File: config.mk
export PLATFORM = sky130hd
export DESIGN_NAME = imem_loader
export DESIGN_NICKNAME = d
export VERILOG_FILES = /design/src/rtl/imem_loader.sv
export SDC_FILE = /design/constraint.sdc
export NUM_CORES = 1
export LEC_CHECK = 0
export ABC_CLOCK_PERIOD_IN_PS = 2550
export CELL_PAD_IN_SITES_DETAIL_PLACEMENT = 1
export CELL_PAD_IN_SITES_GLOBAL_PLACEMENT = 1
export CORE_MARGIN = 3
export CORE_UTILIZATION = 41
export CTS_CLUSTER_DIAMETER = 80
export DETAILED_ROUTE_END_ITERATION = 8
export PLACE_DENSITY_LB_ADDON = 0.05
export SLEW_MARGIN = 0
export SYNTH_ARGS = -nofsm -noshare
export SYNTH_HDL_FRONTEND = slang
export SYNTH_SLANG_ARGS = --single-unit
File: constraint.sdc
create_clock -name clk -period 2.55 [get_ports clk]
set_input_delay 0.255 -clock clk [delete_from_list [all_inputs] [get_ports clk]]
set_output_delay 0.255 -clock clk [all_outputs]
set_load 0.05 [all_outputs]
File: src/rtl/imem_loader.sv
// rtl/imem_loader.sv - boot loader: UART byte stream -> instruction memory writes.
// Holds the core in reset until a complete, checksum-valid image is written.
module imem_loader #(
  parameter logic [31:0] BASE_ADDR = 32'h8000,
  parameter int          MAX_WORDS = 16384,
  parameter int          TIMEOUT   = 1000000,
  parameter logic [7:0]  SYNC_BYTE = 8'hA5
) (
  input  logic        clk,
  input  logic        reset,
  input  logic        rx_valid,
  input  logic [7:0]  rx_data,
  output logic        wr_en,
  output logic [31:0] wr_addr,
  output logic [31:0] wr_data,
  output logic        core_reset_n,
  output logic        done,
  output logic        error,
  output logic [14:0] words_written
);

  localparam int TW = $clog2(TIMEOUT + 1);

  typedef enum logic [2:0] {S_SYNC, S_LEN, S_DATA, S_CSUM, S_DONE, S_ERR} state_t;

  state_t        state_q, state_d;
  logic [23:0]   shift_q, shift_d;
  logic [31:0]   len_q, len_d;
  logic [1:0]    idx_q, idx_d;
  logic [7:0]    csum_q, csum_d;
  logic [TW-1:0] tmo_q, tmo_d;
  logic          wr_en_d, core_reset_n_d, done_d, error_d;
  logic [31:0]   wr_addr_d, wr_data_d;
  logic [14:0]   words_written_d;
  logic [31:0]   assembled;
  logic          loading;

  // Bytes arrive little-endian, so each new byte lands in the top lane.
  assign assembled = {rx_data, shift_q};
  assign loading   = (state_q == S_LEN) || (state_q == S_DATA) || (state_q == S_CSUM);

  always_comb begin
    state_d         = state_q;
    shift_d         = shift_q;
    len_d           = len_q;
    idx_d           = idx_q;
    csum_d          = csum_q;
    tmo_d           = tmo_q;
    wr_en_d         = 1'b0;
    wr_addr_d       = wr_addr;
    wr_data_d       = wr_data;
    core_reset_n_d  = core_reset_n;
    done_d          = done;
    error_d         = error;
    words_written_d = words_written;

    if (loading) tmo_d = rx_valid ? '0 : tmo_q + 1'b1;

    case (state_q)
      S_SYNC, S_ERR: begin
        if (rx_valid && rx_data == SYNC_BYTE) begin
          state_d         = S_LEN;
          csum_d          = '0;
          idx_d           = '0;
          tmo_d           = '0;
          words_written_d = '0;
          wr_addr_d       = BASE_ADDR;
          error_d         = 1'b0;
        end
      end
      S_LEN: begin
        if (rx_valid) begin
          shift_d = assembled[31:8];
          idx_d   = idx_q + 2'd1;
          if (idx_q == 2'd3) begin
            len_d = assembled;
            if (assembled == 32'd0 || assembled > 32'(MAX_WORDS)) begin
              state_d = S_ERR;
              error_d = 1'b1;
            end else begin
              state_d = S_DATA;
            end
          end
        end
      end
      S_DATA: begin
        if (rx_valid) begin
          shift_d = assembled[31:8];
          csum_d  = csum_q ^ rx_data;
          idx_d   = idx_q + 2'd1;
          if (idx_q == 2'd3) begin
            wr_en_d         = 1'b1;
            wr_data_d       = assembled;
            wr_addr_d       = BASE_ADDR + {15'd0, words_written, 2'b00};
            words_written_d = words_written + 15'd1;
            if (32'(words_written) + 32'd1 == len_q) state_d = S_CSUM;
          end
        end
      end
      S_CSUM: begin
        if (rx_valid) begin
          if (rx_data == csum_q) begin
            state_d        = S_DONE;
            done_d         = 1'b1;
            core_reset_n_d = 1'b1;
          end else begin
            state_d = S_ERR;
            error_d = 1'b1;
          end
        end
      end
      default: ;
    endcase

    // A byte arriving in the expiry cycle keeps the load alive.
    if (loading && !rx_valid && tmo_q == TW'(TIMEOUT - 1)) begin
      state_d = S_ERR;
      error_d = 1'b1;
    end
  end

  always_ff @(posedge clk) begin
    if (!reset) begin
      state_q       <= S_SYNC;
      shift_q       <= '0;
      len_q         <= '0;
      idx_q         <= '0;
      csum_q        <= '0;
      tmo_q         <= '0;
      wr_en         <= 1'b0;
      wr_addr       <= BASE_ADDR;
      wr_data       <= '0;
      core_reset_n  <= 1'b0;
      done          <= 1'b0;
      error         <= 1'b0;
      words_written <= '0;
    end else begin
      state_q       <= state_d;
      shift_q       <= shift_d;
      len_q         <= len_d;
      idx_q         <= idx_d;
      csum_q        <= csum_d;
      tmo_q         <= tmo_d;
      wr_en         <= wr_en_d;
      wr_addr       <= wr_addr_d;
      wr_data       <= wr_data_d;
      core_reset_n  <= core_reset_n_d;
      done          <= done_d;
      error         <= error_d;
      words_written <= words_written_d;
    end
  end

endmodule

# Word-level counts from Yosys, hierarchy flattened
# Cells that the tools add are included.
[word_totals]
register_bits = 171
latch_bits = 0
ram_bits = 0
rom_bits = 0
elab_cells = 113
mem_count = 0
[op_classes]
add_sub_neg = 5
mul = 0
div_mod_pow = 0
order_cmp = 1
eq_ne = 26
shifts = 0
muxes = 38
bitwise = 2
n_reduce_logical = 28
[ops]
columns = ["operator", "n"]
rows = [
  ["$mux W32", 3],
  ["$mux W20", 4],
  ["$pmux W32 S2", 1],
  ["$mux W15", 3],
  ["$eq A16 B32 Y1", 1],
  ["$gt A32 B15 Y1 const B", 1],
  ["$logic_not A32 Y1", 1],
  ["$pmux W15 S2", 1],
  ["$mux W3", 9],
  ["$add A20 B1 Y20 const B", 1],
  ["$eq A20 B20 Y1 const B", 1],
  ["$add A16 B17 Y18 const A", 1],
  ["$reduce_and A3 Y1", 6],
  ["$add A15 B1 Y16 const B", 1],
  ["$mux W8", 2],
  ["$pmux W8 S2", 1],
  ["$reduce_and A8 Y1", 2],
  ["$add A15 B1 Y15 const B", 1],
  ["$ne A3 B1 Y1 const B", 4],
  ["$ne A3 B2 Y1 const B", 4],
  ["$pmux W3 S4", 1],
  ["$mux W1", 9],
  ["$eq A8 B8 Y1", 1],
  ["$eq A8 B8 Y1 const B", 1],
  ["other kinds (24)", 40],
]

# Longest topological paths before layout
# Gate-level depths: netlist of run 1.
[depth]
depth_word = 7
depth_mapped = 10
mapped_depth_nobuf = 8

# Least setup slack after synthesis of run 1
# Ideal clock, no wire load.
[synth_timing]
kind = "flip-flop to flip-flop"
start = "register words_written[0]"
end = "register state_q[2]"
setup_time_ps = 122
t_arrival_ps = 2596
t_required_ps = 2428
slack_ps = -168
stages_incl_launch_ff = 10
n_path_buf = 1
period_less_slack_ps = 2718
cell_sequence = "dfxtp_1 ha_1 and3_4 buf_6 nand3_2 a2111oi_4 o2111ai_2 nor4_4 o211ai_1 o311a_1"
[synth_between]
elab_chain_len = 4
[synth_lines]
columns = ["item", "line", "rtl"]
rows = [
  ["start, declared", "19", "output logic [14:0] words_written"],
  ["start signal, assigned", "150", "words_written <= words_written_d;"],
  ["$add A15 B1 Y16", "96", "if (32'(words_written) + 32'd1 == len_q) state_d = S_CSUM;"],
  ["$eq A16 B32 Y1", "96", ""],
  ["$ne A3 B1 Y1 (no source line)", "-", ""],
  ["$reduce_and A8 Y1 (no source line)", "-", ""],
  ["end signal, assigned", "138", "state_q <= state_d;"],
  ["end, declared", "26", "state_t state_q, state_d;"],
]
# Every way passes these cells.
# A chain may end at the register's enable or synchronous reset.

# Worst setup path in the final report of run 1
# Same ends and word-level chain as after synthesis.

==> results of run 1 <==
[state kept, by name, indices dropped and copies added, names as in the netlist]
register,cells
done,1
csum_q,8
words_written,15
tmo_q,20
len_q,32
shift_q,24
error,1
state_q,3
wr_data,32
idx_q,2
wr_addr,16
wr_en,1
[report_power, final]
part           internal (mW)  total, mW  leakage, nW  switching (mW)
sequential              2.46       2.52         1.25          0.0600
combinational          0.263      0.815         1.63           0.551
clock                   1.47       2.56        0.278            1.09
[cells by family after synthesis]
group                      after synthesis
AOI/OAI and AO/OA                      221
xor gates and xnor gates                23
and+or+nand+nor                        424
buffers and inverters                   99
other                                    1
DFF                                    155
adders and majority gates                4
muxes                                   12
[stage by stage]
step | instances | hold WS, ns | utilization | power (mW)
floorplan | 954 | 0.435 | - | 3.13
CTS | 1240 | 0.192 | 0.518 | 5.96
detailed placement | 1208 | 0.454 | 0.485 | 3.38
global route | 1241 | 0.233 | 0.519 | 6.17
finish | 1241 | 0.194 | 0.519 | 5.89
global placement | 1208 | 0.442 | 0.485 | 3.35
[worst max-delay path by stage]
stage,end,slack (ns)
2_1_floorplan,state_q[2]$_SDFFE_PN0P_,0.07
3_3_place_gp,state_q[0]$_SDFFE_PN0P_,0.03
3_5_place_dp,state_q[2]$_SDFFE_PN0P_,-0.03
4_1_cts,state_q[2]$_SDFFE_PN0P_,0.09
5_1_grt,state_q[2]$_SDFFE_PN0P_,-0.02
6_report,state_q[2]$_SDFFE_PN0P_,0.12
[layout make-up]
cell class	count	area, µm²
clock buffers	18	429
clock inverters	14	161
fillers	2110	8470
inverters	8	30.0
multi-input cells	700	4000
flip-flops and latches	155	3110
well taps	225	282
repair buffers	121	1120
[worst max-delay path, stage by stage (launching register included)]
cell and delay (ns):
dfxtp_2 0.45, ha_1 0.21, and3_4 0.25, nand3_2 0.11, a2111oi_4 0.38, o2111ai_2 0.25
nor4_4 0.40, o211ai_1 0.13, o311a_1 0.13
[per-layer routing]
layer	vias up	routed length [µm]
li1	3310	-
met2	106	11100
met4	0	248
met3	21	707
met5	-	0
met1	3385	9710
[synth_stat cells, types with 5 or more instances]
library cell / n
a21boi_0: 84
nor2_1: 72
xnor2_1: 10
or2_1: 5
a21o_1: 5
clkbuf_1: 59
nand3_1: 15
and3_1: 6
a21boi_1: 20
xor2_1: 13
a22oi_1: 18
or3_1: 7
nand4_1: 16
nand3b_1: 11
buf_2: 8
nor2b_1: 27
nand2_1: 202
nor4_1: 13
and4_1: 6
dfxtp_1: 155
nor3_1: 16
a21oi_1: 34
and2_1: 6
mux2i_1: 11
inv_1: 8
buf_4: 20
o21ai_0: 33
[what timing repair did]
action | 4_1_cts | 5_1_grt
endpoints found under the setup margin | 0 | 2
setup buffers | 0 | 1
gates resized for setup | 0 | 2
==> impl_metrics.csv, run 1 <==
group,metric,value,unit
run_status,status,"complete, no violations",
global_route,grt_usage,0.220,
worst_setup_path,worstRegToRegCells,8,
routing,dr.pass1.iters,4,
job,cap_violations,0,
sta,hold_viol,0,
global_route,grtUsageMet1,0.269,
sta,max_freq,0.411,GHz
cts,cts_num_sinks,155,
synth,synth_top_area_share,0.413,
cts,h-tree-depth,4,
sta,skew,0.00930,ns
synth,yosysWarningCount,0,
cts,clk_latency,0.43,ns
synth,syn_area,0.00752,mm²
worst_setup_path,worst_r2r_endpoint,"state_q[2]$_SDFFE_PN0P_",
floorplanning,start_util,0.427,
power_and_ir_drop,ir_worst_vdd,0.000508,V
global_route,grt_overflow_total,0,
worst_setup_path,endpoint_kind,"flip-flop",
placed_design,gp_congestion,0.834,
placed_design,dp_slack,-0.0280,ns
sta,worst_slew_pin_slew,0.525,ns
synth,synth_top_family_by_area,"simple AND/OR/NAND/NOR gates",
placed_design,portBuffers,77,
power_and_ir_drop,power_leakage,3.16,nW
routing,drtAntennaViolNets,0,
worst_setup_path,critPathKind,"flip-flop to flip-flop",
worst_setup_path,cp.required,2.86,ns
synth,synthXorXnorAreaFrac,0.0268,
global_route,busiest_layer,"met2",
floorplanning,dieArea,0.0200,mm²
routing,dr_total_vias,6822,
synth,synth_cell_type_count,59,
sta,slew_viol_final,0,
global_route,grt_pass1_vias,7236,
worst_setup_path,arrival,2.74,ns
final_layout,layout_commonest_cell,"nand2_1",
sta,finalCritPeriodShare,0.953,
final_layout,diodes,0,
routing,drt_iter0_markers,385,
global_route,grt_use_met3,0.0364,
global_route,antenna_found_initial,0,
synth,ys_ff_latch,155,
cts,cts_tree,"done",
sta,setup_viol,0,
synth,syn-instance-count,939,
floorplanning,core,0.0176,mm²
final_layout,syn_to_final_growth,21.5,%
floorplanning,die_h,141,µm
sta,min_period,2.43,ns
synth,synth-edff-count,0,
routing,wl_per_cell,17.5,µm
power_and_ir_drop,cellPowerDensity,645,mW/mm²
hold_path,hold_path_depth,2,
synth,synth_ff_type,"dfxtp_1",
worst_setup_path,r2r_setup_slack,0.12,ns
hold_path,hold_path.class,"input port to flip-flop",
final_layout,drive_above_1_share,0.0915,
final_layout,mostFrequentLayoutCells,"202 x nand2_1, 152 x dfxtp_1, 84 x a21boi_0",
synth,synthSimpleGateAreaFrac,0.269,
synth,ys_seq_area_frac,0.413,
routing,viasPerCell,5.50,
sta,max-slew-margin-rel,0.650,
synth,async_reset_ff_frac,0,
placed_design,hpwl,15100,µm
floorplanning,dieWidth,141,µm
routing,drcViolationCount,0,
global_route,grtUsageMet2,0.394,
hold_path,hold-path-endpoint,"wr_addr[15]$_SDFFE_PN1P_",
cts,cts-hold-fix-buffers,0,
synth,synthMuxAreaShare,0.0161,
global_route,grt_pass1_wl,36000,µm
sta,setup_ws,0.119,ns
cts,cts.path.max_buffers,2,
synth,yosysTopAreaCell,"dfxtp_1",
worst_setup_path,crit_start,"words_written[0]$_SDFFE_PN0P_",
global_route,grt_max_degree,91,
final_layout,postLayoutCellArea,0.00913,mm²
placed_design,placed_area,0.00853,mm²
synth,yosys.area_share.adder,0.00666,
routing,routed_wl,21700,µm
final_layout,fin_nets,1018,
cts,cts_inserted_buffers,17,
worst_setup_path,worstSetupStartpointType,"flip-flop",
worst_setup_path,crit_path_max_fanout,9,
floorplanning,rows,48,
hold_path,hold_path_startpoint,"reset",
floorplanning,ios,94,
synth,synth_area_leaders,"dfxtp_1 41%, nand2_1 10%, a21boi_0 8.4%, nor2_1 3.6%, clkbuf_1 2.9%",
sta,setup_tns,0,ns
synth,synth.avg_cell_area,8.00,µm²
worst_setup_path,r2r_start,"words_written[0]$_SDFFE_PN0P_",
cts,clock_tree.root_cell,"clkbuf_16",
synth,synth_compound_area_frac,0.203,
cts,path_clk_slew,0.07,ns
Note: power is estimated with default switching activity, not from simulation.
==> run 2, diff against run 1 <==
--- a/config.mk
+++ b/config.mk
@@ -8,6 +8,7 @@
 export ABC_CLOCK_PERIOD_IN_PS = 2550
 export CELL_PAD_IN_SITES_DETAIL_PLACEMENT = 1
 export CELL_PAD_IN_SITES_GLOBAL_PLACEMENT = 1
+export CORE_ASPECT_RATIO = 1.75
 export CORE_MARGIN = 3
 export CORE_UTILIZATION = 41
 export CTS_CLUSTER_DIAMETER = 80
==> run 2 against run 1 <==
Design area up 0.62%. Maximum frequency up 0.29%. Critical path depth down 1. Combinational power shrank 1%. Critical path type unchanged. Highest routed layer unchanged. Setup slack gained 0.0070 ns. Clock skew is 0.0053 ns higher. Final cell count up 0.64%. Via count decreased by 0.56%. Non-clock buffer count up 2. Register-to-register slack about the same. Sequential power barely moved.
==> impl_metrics.csv, run 2 (same netlist as run 1, synthesis figures left out) <==
group,metric,value,unit
run_status,status,"complete, no violations",
floorplanning,dieWidth,108,µm
sta,finalCritPeriodShare,0.951,
worst_setup_path,crit_path_max_fanout,10,
cts,cts_setup_buffers,0,
global_route,grt_pass1_vias,7216,
final_layout,diodes,0,
routing,drt_iter0_markers,186,
sta,max-slew-margin-rel,0.651,
floorplanning,start_util,0.423,
cts,h-tree-depth,4,
sta,worst_slew_pin_slew,0.520,ns
floorplanning,rows,64,
cts,cts-hold-fix-buffers,0,
sta,skew,0.0146,ns
cts,clock_tree.root_cell,"clkbuf_16",
cts,cts_inserted_buffers,17,
hold_path,hold_path.class,"input port to flip-flop",
placed_design,dp_slack,-0.0988,ns
sta,slew_viol_final,0,
placed_design,dpl.cell_count,1217,
placed_design,placed_area,0.00858,mm²
power_and_ir_drop,ir_worst_vdd,0.000392,V
routing,dr.pass1.iters,4,
worst_setup_path,cp.required,2.86,ns
worst_setup_path,endpoint_kind,"flip-flop",
routing,viasPerCell,5.43,
sta,setup_tns,0,ns
global_route,grt_overflow_total,0,
placed_design,portBuffers,77,
cts,cts_num_sinks,155,
floorplanning,die_h,185,µm
global_route,grt_usage,0.227,
routing,drcViolationCount,0,
final_layout,layout_commonest_cell,"nand2_1",
sta,rsz0062_at_grt,"no",
worst_setup_path,critPathKind,"flip-flop to flip-flop",
cts,path_clk_slew,0.06,ns
final_layout,syn_to_final_growth,22.2,%
placed_design,hpwl,15800,µm
sta,max_freq,0.412,GHz
worst_setup_path,worstSetupStartpointType,"flip-flop",
floorplanning,ios,94,
final_layout,fin_nets,1020,
cts,cts.path.max_buffers,2,
global_route,grt_pass1_wl,36100,µm
final_layout,layout.cells.non_filler,1249,
power_and_ir_drop,cellPowerDensity,644,mW/mm²
sta,hold_viol,0,
final_layout,drive_above_1_share,0.0933,
cts,clk_latency,0.43,ns
routing,dr_total_vias,6784,
final_layout,mostFrequentLayoutCells,"202 x nand2_1, 153 x dfxtp_1, 84 x a21boi_0",
sta,min_period,2.42,ns
power_and_ir_drop,finalPower,5.92,mW
sta,setup_ws,0.126,ns
floorplanning,core,0.0178,mm²
final_layout,top_regs,"len_q x32, wr_data x32, shift_q x24",
routing,wl_per_cell,17.5,µm
worst_setup_path,arrival,2.73,ns
final_layout,postLayoutCellArea,0.00919,mm²
power_and_ir_drop,power_leakage,3.17,nW
floorplanning,dieArea,0.0201,mm²
routing,routed_wl,21800,µm
global_route,antenna_found_initial,0,
routing,drtAntennaViolNets,0,
global_route,grt_max_degree,98,
cts,cts_tree,"done",
sta,setup_viol,0,
final_layout,fill_cells,2145,
placed_design,gp_congestion,0.819,
job,cap_violations,0,
## run 2: layout make-up
type | instances | area (µm²) | share of cell area
Timing Repair Buffer | 123 | 1160 | 0.126
Multi-Input combinational cell | 700 | 4000 | 0.435
Tap cell | 231 | 289 | 0.0315
Clock buffer | 18 | 439 | 0.0478
Inverter | 8 | 30.0 | 0.00327
Sequential cell | 155 | 3110 | 0.338
Clock inverter | 14 | 161 | 0.0176
## run 2: report_power, final
part / internal [mW] / switching [mW] / leakage (nW)
sequential: 2.46 / 0.0641 / 1.25
clock: 1.49 / 1.10 / 0.278
combinational: 0.265 / 0.540 / 1.64
total: 4.21 / 1.71 / 3.17
## run 2: per-stage QoR
stage | hold WS, ns | util
2_1_floorplan | 0.435 | -
3_3_place_gp | 0.443 | 0.483
3_5_place_dp | 0.456 | 0.483
4_1_cts | 0.132 | 0.517
5_1_grt | 0.135 | 0.517
6_report | 0.141 | 0.517
## run 2: final timing paths
path	from	to	slack [ns]	cells past startpoint
setup reg to reg	words_written[5]$_SDFFE_PN0P_	state_q[2]$_SDFFE_PN0P_	0.13	7
hold / removal	reset	idx_q[1]$_SDFFE_PN0P_	0.14	2
hold reg to reg	wr_data[13]$_SDFFE_PN0P_	wr_data[13]$_SDFFE_PN0P_	0.46	2
setup / recovery	words_written[5]$_SDFFE_PN0P_	state_q[2]$_SDFFE_PN0P_	0.13	7
## run 2: timing repair
action | CTS | global route
hold endpoints to repair | 0 | 0
gates resized for setup | 0 | 1
setup endpoints to repair | 0 | 2
## run 2: metal layers
metal | vias to the layer above | track usage | wire, µm
li1 | 3314 | - | -
met1 | 3312 | 0.238 | 8410
met2 | 112 | 0.436 | 12200
met3 | 46 | 0.0370 | 536
met4 | 0 | 0.0966 | 685
met5 | - | 0 | 0
## run 2: critical path, cell delays in order, from the launching register on
cell,delay [ns]
dfxtp_1,0.54
nand4_1,0.30
or4_1,0.50
a211oi_1,0.30
o31ai_1,0.18
nor4_4,0.23
o211ai_1,0.12
o311a_1,0.13
==> run 3, diff against run 2 <==
--- a/config.mk
+++ b/config.mk
@@ -14,6 +14,7 @@
 export CTS_CLUSTER_DIAMETER = 80
 export DETAILED_ROUTE_END_ITERATION = 8
 export PLACE_DENSITY_LB_ADDON = 0.05
+export SETUP_SLACK_MARGIN = 0.5
 export SLEW_MARGIN = 0
 export SYNTH_ARGS = -nofsm -noshare
 export SYNTH_HDL_FRONTEND = slang
==> run 3 against run 2 <==
Sequential power about the same. Count of clock-buffer cells in the layout fell by 1. Die area stayed put. Non-clock buffer count is 19 higher. Critical path type unchanged. Critical path depth rose by 1. Combinational power rose by 16%. Via count rose by 1.4%. Wire length is 4.1% higher. Design area is 4.4% higher. Maximum frequency is 10% higher. Total power increased by 4.3%.
==> impl_metrics.csv, run 3 (same netlist as run 1, synthesis figures left out) <==
group,metric,value,unit
run_status,status,"complete, no violations",
cts,cts-hold-fix-buffers,0,
global_route,grt_pass1_vias,7410,
cts,clock_tree.root_cell,"clkbuf_16",
cts,path_clk_slew,0.07,ns
floorplanning,rows,64,
sta,skew,0.0106,ns
worst_setup_path,worstSetupStartpointType,"flip-flop",
floorplanning,start_util,0.423,
final_layout,drive_above_1_share,0.149,
global_route,grt_pass1_wl,37200,µm
sta,worst_slew_pin_slew,0.669,ns
power_and_ir_drop,switching_share,0.294,
power_and_ir_drop,p_int,4.36,mW
worst_setup_path,crit_path_max_fanout,4,
routing,drt_iter0_markers,262,
worst_setup_path,arrival,2.51,ns
power_and_ir_drop,power_frac_seq,0.407,
sta,finalCritPeriodShare,0.864,
sta,slew_viol_final,0,
power_and_ir_drop,clkPwrFrac,0.442,
cts,cts.path.max_buffers,2,
routing,drcViolationCount,0,
placed_design,dp_slack,-0.163,ns
power_and_ir_drop,power_leakage,3.42,nW
sta,min_period,2.20,ns
global_route,grt_usage,0.232,
power_and_ir_drop,combinationalPowerShare,0.151,
worst_setup_path,r2r_start,"tmo_q[1]$_SDFF_PN0_",
routing,dr.pass1.iters,4,
placed_design,portBuffers,77,
worst_setup_path,r2r_setup_slack,0.35,ns
final_layout,top_regs,"len_q x32, wr_data x32, shift_q x24",
floorplanning,ios,94,
sta,setup_ws,0.347,ns
floorplanning,core,0.0178,mm²
worst_setup_path,worst_r2r_endpoint,"state_q[2]$_SDFFE_PN0P_",
floorplanning,dieArea,0.0201,mm²
final_layout,syn_to_final_growth,27.6,%
cts,cts_inserted_buffers,17,
sta,max-slew-margin-rel,0.554,
worst_setup_path,cp.required,2.86,ns
sta,hold_viol,0,
routing,wl_per_cell,17.9,µm
placed_design,hpwl,15400,µm
sta,worst_hold_slack,0.322,ns
cts,cts_num_sinks,155,
routing,routed_wl,22700,µm
final_layout,fin_nets,1039,
global_route,grt_max_degree,65,
power_and_ir_drop,p_switching,1.81,mW
cts,cts_tree,"done",
final_layout,post-route-util,0.539,
sta,max_freq,0.454,GHz
placed_design,gp_congestion,0.790,
floorplanning,die_h,185,µm
sta,setup_viol,0,
floorplanning,dieWidth,108,µm
worst_setup_path,critPathKind,"flip-flop to flip-flop",
power_and_ir_drop,ir_worst_vdd,0.000461,V
job,cap_violations,0,
worst_setup_path,worstRegToRegCells,8,
hold_path,hold_path.class,"input port to flip-flop",
routing,dr_total_vias,6879,
hold_path,hold_path_startpoint,"reset",
routing,drtAntennaViolNets,0,
final_layout,mostFrequentLayoutCells,"199 x nand2_1, 133 x dfxtp_1, 84 x a21boi_0",
hold_path,hold_path_depth,2,
final_layout,layout_commonest_cell,"nand2_1",
power_and_ir_drop,cellPowerDensity,643,mW/mm²
routing,viasPerCell,5.42,
global_route,antenna_found_initial,1,
placed_design,placed_area,0.00856,mm²
cts,clk_latency,0.43,ns
global_route,grt_overflow_total,0,
cts,h-tree-depth,4,
worst_setup_path,endpoint_kind,"flip-flop",
final_layout,postLayoutCellArea,0.00959,mm²
hold_path,hold-path-endpoint,"wr_addr[15]$_SDFFE_PN1P_",
sta,rsz0062_at_grt,"yes",
[run 3: worst max-delay path by stage]
stage | startpoint | end | slack, ns
6_report | tmo_q[1]$_SDFF_PN0_ | state_q[2]$_SDFFE_PN0P_ | 0.35
4_1_cts | words_written[1]$_SDFFE_PN0P_ | state_q[2]$_SDFFE_PN0P_ | 0.39
3_3_place_gp | rx_data[1] | state_q[0]$_SDFFE_PN0P_ | -0.01
3_5_place_dp | rx_data[1] | state_q[2]$_SDFFE_PN0P_ | -0.16
5_1_grt | words_written[0]$_SDFFE_PN0P_ | state_q[2]$_SDFFE_PN0P_ | 0.25
2_1_floorplan | words_written[2]$_SDFFE_PN0P_ | state_q[2]$_SDFFE_PN0P_ | 0.31
[run 3: power by group through the flow]
stage	Sequential (mW)	Combinational [mW]	Clock (mW)
floorplan	2.54	0.574	0
global placement	2.57	0.796	0
detailed placement	2.57	0.839	0
CTS	2.51	0.885	2.78
global route	2.52	1.02	2.89
finish	2.51	0.930	2.72
[run 3: per-layer routing]
| layer | track usage | part of all wire | up-vias |
|---|---|---|---|
| li1 | - | - | 3350 |
| met1 | 0.247 | 0.39 | 3405 |
| met2 | 0.451 | 0.56 | 90 |
| met3 | 0.0377 | 0.024 | 34 |
| met4 | 0.0789 | 0.021 | 0 |
| met5 | 0 | 0 | - |
[run 3: cell type report]
class	count	area (µm²)
antenna	1	2.50
tap	231	289
fill	2130	8190
inverter	8	30.0
clock buffer	17	425
timing repair buffer	142	1340
sequential	155	3150
clock inverter	15	205
multi-input combinational	700	4150
[run 3: metrics by stage]
| step | setup TNS, ns | cells | total power, mW |
|---|---|---|---|
| 3_3_place_gp | -0.0117 | 1207 | 3.36 |
| 3_5_place_dp | -0.302 | 1207 | 3.41 |
| 6_report | 0 | 1269 | 6.17 |
| 5_1_grt | 0 | 1269 | 6.43 |
| 4_1_cts | 0 | 1263 | 6.18 |
| 2_1_floorplan | 0 | 954 | 3.12 |
[run 3: what timing repair did]
item,in CTS,in global routing
pin swaps,8,11
gates resized for setup,25,26
buffers inserted,24,5
endpoints found under the setup margin,25,45
[run 3: critical path: stages (launching register included)]
cell and delay [ns]:
dfxtp_2 0.35, ha_4 0.15, nand3_4 0.09, or2_4 0.27, or2_4 0.26, or4_4 0.59, nand2_4 0.11, o211ai_1 0.12
o311a_1 0.15
==> RTL edit, RTL diff (flow settings as in run 2) <==
The 6 states of `state_t` get a Gray code encoding in 3 bits.
--- a/src/rtl/imem_loader.sv
+++ b/src/rtl/imem_loader.sv
@@ -22,5 +22,5 @@
   localparam int TW = $clog2(TIMEOUT + 1);
 
-  typedef enum logic [2:0] {S_SYNC, S_LEN, S_DATA, S_CSUM, S_DONE, S_ERR} state_t;
+  typedef enum logic [2:0] {S_SYNC = 3'b000, S_LEN = 3'b001, S_DATA = 3'b011, S_CSUM = 3'b010, S_DONE = 3'b110, S_ERR = 3'b111} state_t;
 
   state_t        state_q, state_d;
Formal check against the unedited RTL: same outputs for any inputs over 10 cycles, from zero or initial values and one cycle with reset low; not proved beyond that.
==> RTL edit against run 2 <==
  * Die area decreased by 5.2%
  * Area after synthesis shrank 5.5%
  * Routed wire length decreased by 0.13%
  * Setup slack better by 48 ps
  * Sequential cell count unchanged
  * Final cell count down 2.2%
  * Core utilization hardly changed
  * Via count fell by 1.2%
  * Cell area down 4.6%
Power is not compared: it rests on default switching activity, and its combinational part moved more than twofold at a synthesized area within 25%.
==> RTL edit: results <==
outcome:
  outcome: "complete, no violations"
critical_path:
  worst_flop_to_flop_path_endpoint: "state_q[0]"
  regToRegSetupSlack_ps: 170
  critical_path_arrival_ps: 2680
  reg2reg_launch_point: "words_written[1]"
  reg2reg_depth: 8
  largest_fanout_of_any_net_on_the_critical_path: 7
sta:
  maxSlewHeadroom: 0.467
  skew_ps: 8.82
detailed_routing:
  drt-initial-drc-count: 242
  routed-wl-met2_um: 11800
  detail_route.vias_per_cell: 5.49
  detail_route.wl_per_cell_um: 17.9
  dr.max_layer_used: "met4"
  met3_length_um: 581
  routedLengthMet1_um: 8710
  first_pass_iters: 4
synthesis:
  synth-warning-count: 0
  syn_area_per_cell_um2: 7.78
  post_synth_main_area_contributors: "dfxtp_1 44%, nand2_1 11%, a21oi_1 9.6%"
  seq_area_frac_synth: 0.437
  synth_common_cells: "203 x nand2_1, 155 x dfxtp_1, 136 x a21oi_1, 60 x nor2_1, 39 x clkbuf_1"
  asyncSetResetFlopFracSynth: 0
  synth.distinct_cells: 64
place:
  final_wtd_congestion: 0.848
  detailedPlacementHpwl_um: 15800
  dp_slack_ps: 189
  portBuffers: 77
global_route:
  maximum_number_of_pins_on_one_net_before_global_route_repair: 74
  globalRouteMet2Util: 0.438
  grt_antenna_before_repair: 0
  grt_first_pass_wirelength_um: 36300
  number_of_global_route_vias_before_repair: 7182
  grt_use_total: 0.234
  grt_util_met3: 0.0355
  met1_routing_resource_usage_after_global_routing: 0.254
finish:
  final-instance-count-excl-fill: 1221
  layout.filler_cells: 2078
  finish.net_count: 996
  n_antenna_cell: 0
  share_of_layout_cells_above_drive_strength_1: 0.0926
clock_network:
  post_cts_resize_count: 0
  clock_tree.buffer_depth: 2
  clock_insertion_delay_worst_skew_ps: 420
  tritoncts_buffer_count: 17
  clk_pin_slew_ps: 70
  cts.htree.levels: 4
hold_path:
  min_from: "len_q[17]"
  worst_hold_path.endpoint: "len_q[17]"
  hold_path.class: "reg -> reg"
pwr:
  intPower_mw: 3.97
  cellLeakagePower_nw: 3.05
RTL edit: kinds of logic (layout without fill, tap and decap cells):
family	count (synthesis)	in the layout	synth area share
AO/OA/AOI/OAI	222	222	0.180
XOR/XNOR	26	26	0.0320
adder cells (fa/ha/maj)	4	4	0.00704
buffers and inverters	95	161	0.0659
flip-flops	155	155	0.437
multiplexers	12	12	0.0173
other	1	16	0.000528
AND/OR/NAND/NOR	398	398	0.261
RTL edit: worst max-delay path, stage by stage (launching register included):
cell and delay (ps):
dfxtp_1 480, ha_1 270, buf_4 160, nand3_1 170
or4_1 430, nand4_1 110, o211ai_1 150, nor4_1 360
a21oi_1 100
RTL edit: final cells by class:
class / count / area (um^2) / area share
well taps: 227 / 284 / 0.0324
clock inverters: 15 / 198 / 0.0226
clock buffers: 17 / 425 / 0.0486
inverters: 8 / 31.3 / 0.00357
repair buffers: 121 / 1110 / 0.127
flip-flops and latches: 155 / 3100 / 0.354
multi-input cells: 678 / 3600 / 0.412
RTL edit: stage by stage:
step,cell area [um^2],hold WS (ps)
6_report,8760,457
5_1_grt,8760,478
4_1_cts,8760,438
3_5_place_dp,8140,450
3_3_place_gp,8140,440
2_1_floorplan,7160,317
RTL edit: worst max-delay path by stage:
stage,slack (ps),end,from,cells past startpoint
floorplan,240,state_q[0],words_written[1],8
global placement,320,words_written[11],rx_data[1],9
detailed placement,190,state_q[0],words_written[1],8
CTS,190,state_q[0],words_written[1],8
global route,100,state_q[0],words_written[1],8
finish,170,state_q[0],words_written[1],8
RTL edit: power groups by stage:
stage	combinational [mW]	clock (mW)	sequential, mW
floorplan	0.294	0	2.51
global placement	0.347	0	2.53
detailed placement	0.360	0	2.53
CTS	0.362	2.72	2.47
global route	0.397	2.82	2.48
finish	0.362	2.65	2.47
